[config.mk]
export PLATFORM = sky130hd
export DESIGN_NAME = mem_access_stage_flat
export DESIGN_NICKNAME = d
export VERILOG_FILES = /design/src/rtl/mem_access_stage_if.sv /design/src/rtl/mem_access_stage.sv /design/src/flat_wrapper.sv
export SDC_FILE = /design/constraint.sdc
export NUM_CORES = 1
export LEC_CHECK = 0
export CAP_MARGIN = 40
export CELL_PAD_IN_SITES_DETAIL_PLACEMENT = 1
export CELL_PAD_IN_SITES_GLOBAL_PLACEMENT = 1
export CORE_MARGIN = 4
export CORE_UTILIZATION = 39
export DETAILED_ROUTE_END_ITERATION = 8
export PLACE_DENSITY_LB_ADDON = 0.1
export SKIP_LAST_GASP = 1
export SLEW_MARGIN = 10
export SYNTH_ARGS = -nofsm -noshare
export SYNTH_HDL_FRONTEND = slang
export SYNTH_SLANG_ARGS = --single-unit
[constraint.sdc]
create_clock -name clk -period 6.8 [get_ports clk]
set_input_delay 1.02 -clock clk [delete_from_list [all_inputs] [get_ports clk]]
set_output_delay 1.02 -clock clk [all_outputs]
set_load 0.01 [all_outputs]
[src/rtl/mem_access_stage_if.sv]
// -----------------------------------------------------------------------------
// mem_access_stage_if
// Byte-wide request/acknowledge memory port used by the MEM stage.
//   mem_req   : byte transfer request (stage -> memory)
//   mem_we    : 1 = write, 0 = read, valid while mem_req = 1
//   mem_addr  : byte address, valid while mem_req = 1
//   mem_wdata : write byte, valid while mem_req = 1
//   mem_rdata : read byte (memory -> stage), valid when mem_ack = 1
//   mem_ack   : one-cycle pulse completing the current byte transfer
// master = pipeline stage side, slave = memory side.
// -----------------------------------------------------------------------------
interface mem_access_stage_if;
    logic        mem_req;
    logic        mem_we;
    logic [31:0] mem_addr;
    logic [7:0]  mem_wdata;
    logic [7:0]  mem_rdata;
    logic        mem_ack;

    modport master (
        output mem_req,
        output mem_we,
        output mem_addr,
        output mem_wdata,
        input  mem_rdata,
        input  mem_ack
    );

    modport slave (
        input  mem_req,
        input  mem_we,
        input  mem_addr,
        input  mem_wdata,
        output mem_rdata,
        output mem_ack
    );
endinterface

[src/rtl/mem_access_stage.sv]
// -----------------------------------------------------------------------------
// mem_access_stage
// MEM stage of the RV32I pipeline. Loads and stores are sequenced one byte per
// transfer over a req/ack memory port; busy_line stalls the upstream pipeline
// registers while an access is in flight. Non-memory ops pass straight through
// with one cycle of latency.
// Ports:
//   clk, rst            : clock, synchronous active-high reset
//   opcode_in[10:0]     : [6:0] major opcode, [9:7] funct3, [10] unused
//   data_in[31:0]       : ALU result / effective address
//   scrdata_in[31:0]    : store source data (rs2)
//   Rd_in[4:0]          : destination register
//   busy_line           : stall request to upstream registers
//   mem                 : byte memory port (master side)
//   opcode_out, data_out, Rd_out : registered result to MEM/WB
// -----------------------------------------------------------------------------
module mem_access_stage #(
    parameter int OPCODE_W = 11
) (
    input  logic                clk,
    input  logic                rst,
    input  logic [OPCODE_W-1:0] opcode_in,
    input  logic [31:0]         data_in,
    input  logic [31:0]         scrdata_in,
    input  logic [4:0]          Rd_in,
    output logic                busy_line,
    mem_access_stage_if.master  mem,
    output logic [OPCODE_W-1:0] opcode_out,
    output logic [31:0]         data_out,
    output logic [4:0]          Rd_out
);

    localparam logic [6:0] OP_LOAD  = 7'b0000011;
    localparam logic [6:0] OP_STORE = 7'b0100011;

    typedef enum logic [1:0] {
        IDLE   = 2'd0,
        ACCESS = 2'd1,
        DONE   = 2'd2
    } state_t;

    state_t                state;
    logic [1:0]            idx;
    logic [31:0]           base_q;
    logic [2:0]            f3_q;
    logic [3:0][7:0]       sdata_q;
    logic [3:0][7:0]       rbuf_q;
    logic [OPCODE_W-1:0]   op_q;
    logic [4:0]            rd_q;

    logic is_mem_in;
    logic is_store_q;

    // Index of the final byte: funct3[1:0] 00 -> 1 byte, 01 -> 2, 10/11 -> 4.
    function automatic logic [1:0] last_index(input logic [2:0] f3);
        case (f3[1:0])
            2'b00:   last_index = 2'd0;
            2'b01:   last_index = 2'd1;
            default: last_index = 2'd3;
        endcase
    endfunction

    // Load result formatting; unlisted funct3 codes return the full word.
    function automatic logic [31:0] load_extend(input logic [2:0] f3,
                                                input logic [31:0] w);
        logic signed [7:0]  b;
        logic signed [15:0] h;
        logic signed [31:0] r;
        b = w[7:0];
        h = w[15:0];
        case (f3)
            3'b000:  r = 32'(b);
            3'b001:  r = 32'(h);
            3'b100:  r = {24'b0, w[7:0]};
            3'b101:  r = {16'b0, w[15:0]};
            default: r = w;
        endcase
        load_extend = $unsigned(r);
    endfunction

    assign is_mem_in  = (opcode_in[6:0] == OP_LOAD) || (opcode_in[6:0] == OP_STORE);
    assign is_store_q = (op_q[6:0] == OP_STORE);

    // busy must rise in the same cycle a memory op is presented so the
    // upstream registers hold it on the very next edge.
    assign busy_line     = (state == ACCESS) || ((state == IDLE) && is_mem_in);
    assign mem.mem_req   = (state == ACCESS);
    assign mem.mem_we    = (state == ACCESS) && is_store_q;
    assign mem.mem_addr  = base_q + {30'b0, idx};
    assign mem.mem_wdata = sdata_q[idx];

    always_ff @(posedge clk) begin
        if (rst) begin
            state      <= IDLE;
            idx        <= 2'd0;
            opcode_out <= '0;
            data_out   <= '0;
            Rd_out     <= '0;
        end else begin
            case (state)
                IDLE: begin
                    if (is_mem_in) begin
                        base_q     <= data_in;
                        f3_q       <= opcode_in[9:7];
                        sdata_q    <= scrdata_in;
                        op_q       <= opcode_in;
                        rd_q       <= Rd_in;
                        idx        <= 2'd0;
                        state      <= ACCESS;
                        opcode_out <= '0;
                        data_out   <= '0;
                        Rd_out     <= '0;
                    end else begin
                        opcode_out <= opcode_in;
                        data_out   <= data_in;
                        Rd_out     <= Rd_in;
                    end
                end
                ACCESS: begin
                    if (mem.mem_ack) begin
                        if (!is_store_q) begin
                            rbuf_q[idx] <= mem.mem_rdata;
                        end
                        if (idx == last_index(f3_q)) begin
                            state <= DONE;
                        end else begin
                            idx <= idx + 2'd1;
                        end
                    end
                end
                DONE: begin
                    opcode_out <= op_q;
                    Rd_out     <= rd_q;
                    data_out   <= is_store_q ? base_q : load_extend(f3_q, rbuf_q);
                    state      <= IDLE;
                end
                default: state <= IDLE;
            endcase
        end
    end

endmodule

[src/flat_wrapper.sv]
// flat-port wrapper written by rule: the top's interface ports become plain ports
module mem_access_stage_flat 
#(
    parameter int OPCODE_W = 11
)
  (clk, rst, opcode_in, data_in, scrdata_in, Rd_in, busy_line, opcode_out, data_out, Rd_out, mem_mem_req, mem_mem_we, mem_mem_addr, mem_mem_wdata, mem_mem_rdata, mem_mem_ack);
  mem_access_stage_if mem_i ();
  input  logic clk;
  input  logic rst;
  input  logic [OPCODE_W-1:0] opcode_in;
  input  logic [31:0] data_in;
  input  logic [31:0] scrdata_in;
  input  logic [4:0] Rd_in;
  output logic busy_line;
  output logic [OPCODE_W-1:0] opcode_out;
  output logic [31:0] data_out;
  output logic [4:0] Rd_out;
  output wire logic [$bits(mem_i.mem_req)-1:0] mem_mem_req;
  output wire logic [$bits(mem_i.mem_we)-1:0] mem_mem_we;
  output wire logic [$bits(mem_i.mem_addr)-1:0] mem_mem_addr;
  output wire logic [$bits(mem_i.mem_wdata)-1:0] mem_mem_wdata;
  input wire logic [$bits(mem_i.mem_rdata)-1:0] mem_mem_rdata;
  input wire logic [$bits(mem_i.mem_ack)-1:0] mem_mem_ack;
  assign mem_mem_req = mem_i.mem_req;
  assign mem_mem_we = mem_i.mem_we;
  assign mem_mem_addr = mem_i.mem_addr;
  assign mem_mem_wdata = mem_i.mem_wdata;
  assign mem_i.mem_rdata = mem_mem_rdata;
  assign mem_i.mem_ack = mem_mem_ack;
  mem_access_stage #(.OPCODE_W(OPCODE_W)) u_core (.clk(clk), .rst(rst), .opcode_in(opcode_in), .data_in(data_in), .scrdata_in(scrdata_in), .Rd_in(Rd_in), .busy_line(busy_line), .mem(mem_i), .opcode_out(opcode_out), .data_out(data_out), .Rd_out(Rd_out));
endmodule
## Yosys cells after proc, flatten, opt, wreduce, memory -nomap -nowiden

Index checks and enable logic that the tools add are counted.

| word-level totals | value |
|---|---|
| bits in registers | 167 |
| latch bits | 0 |
| memory bits (writable) | 0 |
| ROM bits | 0 |
| bits of input ports | 91 |
| output and inout bits | 91 |
| logic and storage cells | 76 |
| memories kept | 0 |

| operators by class | value |
|---|---|
| $add $sub $neg | 2 |
| multiply operators | 0 |
| divide/modulo/power cells | 0 |
| $lt $le $gt $ge | 2 |
| equality and inequality tests | 14 |
| shifts and indexed selects | 0 |
| mux-type cells | 25 |
| bitwise logic cells | 2 |
| reduce and logical (&&, ||, !) cells | 14 |

Operators by type and width:

| kind | count |
|---|---|
| $pmux W32 S4 | 1 |
| $mux W32 | 2 |
| $pmux W32 S2 | 1 |
| $add A32 B2 Y32 | 1 |
| $bwmux W32 | 1 |
| $pmux W11 S2 | 1 |
| $mux W2 | 9 |
| $bmux W8 S2 | 1 |
| $demux W8 S2 | 1 |
| $mux W8 | 2 |
| $eq A7 B6 Y1 const B | 2 |
| $pmux W2 S2 | 3 |
| $mux W11 | 1 |
| $pmux W5 S2 | 1 |
| $reduce_and A4 Y1 | 2 |
| $eq A7 B2 Y1 const B | 1 |
| $eq A3 B3 Y1 const B | 2 |
| $ne A2 B1 Y1 const B | 3 |
| $reduce_and A3 Y1 | 2 |
| $mux W5 | 1 |
| $eq A2 B1 Y1 const B | 2 |
| $logic_not A2 Y1 | 2 |
| $reduce_bool A2 Y1 | 2 |
| $eq A3 B1 Y1 const B | 1 |
| 10 further kinds | 14 |

## Depth between registers and ports, before layout

| depth | value |
|---|---|
| depth in word-level cells | 9 |
| gate-level depth with buffers | 7 |
| depth with buffers taken out | 6 |

## Least setup slack after synthesis

OpenSTA, ideal clock, no wires.

| timing path | value |
|---|---|
| kind | input to register |
| from | input port opcode_in[3] |
| to | register u_core.base_q[0], enable pin |
| library setup time | 0.519 ns |
| arrival time | 5.005 ns |
| data required time | 6.281 ns |
| path slack | 1.275 ns |
| cell stages on the path | 3 |
| path buffers | 0 |
| cells stage by stage | nor4bb_1 > nand3_1 > nor2_1 |

| between the ends | value |
|---|---|
| cells in the longest elaborated chain, start to end | 3 |
| elaborated cells between the ends (all ways) | 4 |
| classes of those cells | 2 x eq/ne; 2 x reduce/logical |

RTL lines:

| what | RTL line | text |
|---|---|---|
| start: declaration | flat_wrapper.sv:10 | `input logic [OPCODE_W-1:0] opcode_in;` |
| $eq A7 B2 Y1 or $eq A7 B6 Y1 (tied branches) | mem_access_stage.sv:81 | `assign is_mem_in = (opcode_in[6:0] == OP_LOAD) \|\| (opcode_in[6:0] == OP_STORE);` |
| $logic_or A1 B1 Y1 (*) | mem_access_stage.sv:81 |  |
| $reduce_and A3 Y1 (no source line) (*) | -- |  |
| end signal: assignment | mem_access_stage.sv:103 | `base_q <= data_in;` |
| end: declaration | mem_access_stage.sv:44 | `logic [31:0] base_q;` |

Mark *: on every way between the ends. The rest lies on a longest branch, timed or not.
A chain may end at the register's enable or synchronous reset.

## Worst setup path after layout

| timing path | value |
|---|---|
| from | register u_core.idx[1] |
| to | output port mem_mem_addr[28] |

| between the ends | value |
|---|---|
| cells in the longest elaborated chain, start to end | 1 |

RTL lines:

| what | RTL line | text |
|---|---|---|
| start: declaration | mem_access_stage.sv:43 | `logic [1:0] idx;` |
| start signal: assignment | mem_access_stage.sv:127 | `idx <= idx + 2'd1;` |
| $add A32 B2 Y32 | mem_access_stage.sv:89 | `assign mem.mem_addr = base_q + {30'b0, idx};` |
| end: declaration | flat_wrapper.sv:20 | `output wire logic [$bits(mem_i.mem_addr)-1:0] mem_mem_addr;` |

No other way between the ends.

==> impl_metrics.yaml <==
status:
  outcome: "finished, final reports clean"
detailed_routing:
  wire_per_inst_um: 21.48
  vias: 5569
  ant_nets: 0
  wl_met1_mm: 9.192
  first_iter_violations: 288
  drc: 0
  wl_met2_mm: 10.95
  first_pass_iters: 4
  vias_per_cell: 5.514
  route.top_layer_used: "met4"
  wl_met3_mm: 1.216
  wirelength_mm: 21.69
yosys:
  synthCells: 603
  synth_top_area_share: 0.4640
  avgSynthCellArea_um2: 12.02
  ys_top_cells_by_area: "edfxtp_1 46%, dfxtp_1 14%, nand3_1 3.2%, a31oi_1 2.7%, mux4_2 2.5%"
  synth_area_um2: 7248
  synth_cell_types: 50
  synth_edf_count: 112
  syn_nets: 701
  yosysTopAreaCell: "edfxtp_1"
  synth_flop_cell: "edfxtp_1"
  async_flop_share: 0
  yosys_warnings: 0
  ys_seq_area_frac: 0.6076
  ys_seq_elements: 164
power:
  power.density_nw_per_um2: 220.0
  irDropWorstVdd_v: 0.0002029
  p_leak_uw: 0.003319
grt:
  grt_pass1_vias: 6152
  grt_pass1_wl_mm: 33.93
  overflow: 0
  antenna_found_initial: 0
  grt_max_degree: 65
  track_usage: 0.2133
timing:
  rsz0062_at_grt: "false"
  hold_violations: 0
  setup_viol_count_final: 0
  slew_headroom: 0.4476
  setup-tns-final_ns: 0
  fin_crit_ns: 4.762
  finalCritPeriodShare: 0.7003
  drv_slew: 0
  finalHoldWorstSlack_ns: 0.4915
  fin_skew_ns: 0.008644
  fmax_ghz: 0.2100
  worstMarginPinSlew_ns: 0.8286
cts:
  cts_tree: "yes"
  cts_buffers: 17
  cts_hold_buf: 0
  clk_latency_ns: 0.43
  cts_sinks: 164
  cts_setup_buffers: 0
  clk_path_buf_depth: 2
  cts_resized: 0
  cts_root_buf: "clkbuf_16"
  clk_pin_slew_ns: 0.07
  htreeDepth: 4
worst_setup_path:
  critPathSlowestCell: "dfxtp_1"
  cpLargestDelayFamily: "simple AND/OR/NAND/NOR gates"
  endpoint_kind: "output pin"
  required_ns: 5.78
  crit_buf_inv: 2
  cp.arrival_ns: 3.74
  start_kind: "flop"
  cp_slowest_stage_delay_ns: 0.76
  critical_path_class: "flop to output pin"
  path_max_fanout: 15
  crit_chain: "inv_1 > fa_1 > nand4b_2 > nor4_1 > xor2_1 > clkdlybuf4s50_1"
placement:
  dpl-instance-area_um2: 9239
  port_buffers: 181
  gp_congestion: 0.7748
  dp_hpwl_mm: 15.05
final_layout:
  syn_to_final_growth_pct: 35.82
  fin_nets: 866
  drive_above_1_share: 0.09347
  fin_area_um2: 9844
  fin_util: 0.5425
  diodes: 0
floorplan:
  ios: 182
  core_um2: 18150
  fp.dieH_um: 144.3
  die_width_um: 144.3
  die_area_um2: 20830
  initial_utilization: 0.3994
  rows: 49
min_path:
  hp-class: "flop to flop"
flow_run:
  drv_cap: 0
[layer usage]
metal,track usage,up-vias
li1,-,2603
met1,0.2661,2762
met2,0.3677,174
met3,0.05126,30
met4,0.06578,0
met5,0,-
[flip-flops by register name (all words and copies together) (netlist names)]
| signal | cells |
|---|---|
| u_core.op_q | 9 |
| u_core.base_q | 32 |
| u_core.data_out | 32 |
| u_core.rbuf_q | 32 |
| u_core.Rd_out | 5 |
| u_core.opcode_out | 11 |
| u_core.f3_q | 2 |
| u_core.sdata_q | 32 |
| u_core.rd_q | 5 |
| u_core.idx | 2 |
| u_core.state | 2 |
[stage by stage]
stage / power [uW] / setup slack (ns) / instances
after floorplan: 1155 / 1.275 / 603
after global placement: 1260 / 2.401 / 974
after detailed placement: 1265 / 2.215 / 976
after CTS: 2189 / 1.744 / 1008
after global routing: 2243 / 1.867 / 1010
final: 2166 / 2.038 / 1010
[Yosys cell counts (6+ instances only)]
master,n
and3_1,6
nor2b_1,14
ha_1,6
inv_1,13
clkbuf_1,32
o21ai_0,16
o221ai_1,7
a221oi_1,12
nor4_1,6
nand2_1,47
xor2_1,18
and2_1,17
dfxtp_1,52
a311o_1,7
mux4_2,8
edfxtp_1,112
o221ai_2,10
nand3_1,47
xnor2_1,13
nor2_1,32
nor3_1,29
a31oi_1,31
a21o_1,8
a21oi_1,11
buf_2,7
[logic make-up after synthesis]
logic type | synth area share
simple gates | 0.1604
flops | 0.6076
compound gates | 0.1145
buf+inv | 0.03521
xor+xnor | 0.03746
mux | 0.03176
fa+ha+maj | 0.01312
[area by class of cell]
cell class	instances	area, um2
clock buffer	17	425.4
clock inverter	15	137.6
fill	1875	8303
inverter	14	52.55
multi-input combinational	379	2600
sequential	164	4405
tap	229	286.5
timing repair buffer	192	1937
[cells in the final DEF, fill, tap and decap left out, types with 6 or more instances in the layout]
master / netlist / layout
a221oi_1: 12 / 12
clkbuf_16: 0 / 17
edfxtp_1: 112 / 112
o221ai_1: 7 / 7
dfxtp_1: 52 / 51
nand3_1: 47 / 47
a311o_1: 7 / 7
xor2_1: 18 / 18
and3_1: 6 / 6
a21oi_1: 11 / 10
o221ai_2: 10 / 10
nand2_1: 47 / 47
nor2_1: 32 / 31
clkdlybuf4s50_1: 0 / 180
and2_1: 17 / 17
buf_4: 1 / 7
ha_1: 6 / 6
inv_1: 13 / 13
a31oi_1: 31 / 31
nor3_1: 29 / 29
mux4_2: 8 / 8
a21o_1: 8 / 8
xnor2_1: 13 / 13
nor2b_1: 14 / 14
nor4_1: 6 / 6
o21ai_0: 16 / 16
[final timing paths]
kind                                           start                            endpoint  slack, ns  depth (start not counted)
setup / recovery          u_core.idx[1]$_SDFFE_PP0P_                    mem_mem_addr[28]       2.04                          6
hold / removal    u_core.opcode_out[10]$_SDFFE_PP0P_  u_core.opcode_out[10]$_SDFFE_PP0P_       0.49                          2
setup reg to reg        u_core.state[1]$_SDFFE_PP0P_        u_core.sdata_q[10]$_DFFE_PP_       4.14                          6
hold reg to reg   u_core.opcode_out[10]$_SDFFE_PP0P_  u_core.opcode_out[10]$_SDFFE_PP0P_       0.49                          2
[where the power goes]
| part | leakage (uW) | switching [uW] | internal [uW] | total, uW |
|---|---|---|---|---|
| registers | 0.00144 | 12.8 | 1080 | 1090 |
| logic | 0.00160 | 56.5 | 90.7 | 147 |
| clock network | 0.000275 | 438 | 486 | 924 |
| total | 0.00332 | 508 | 1660 | 2170 |
[worst reg2reg max path, cell delays in order, from the launching register on]
cell and delay [ns]:
dfxtp_1 0.42, buf_4 0.28, nor2_1 0.12, nand3_1 0.27, nor2_4 0.53, buf_4 0.35, buf_16 0.27
No activity file was read; power rests on OpenSTA's default activity.
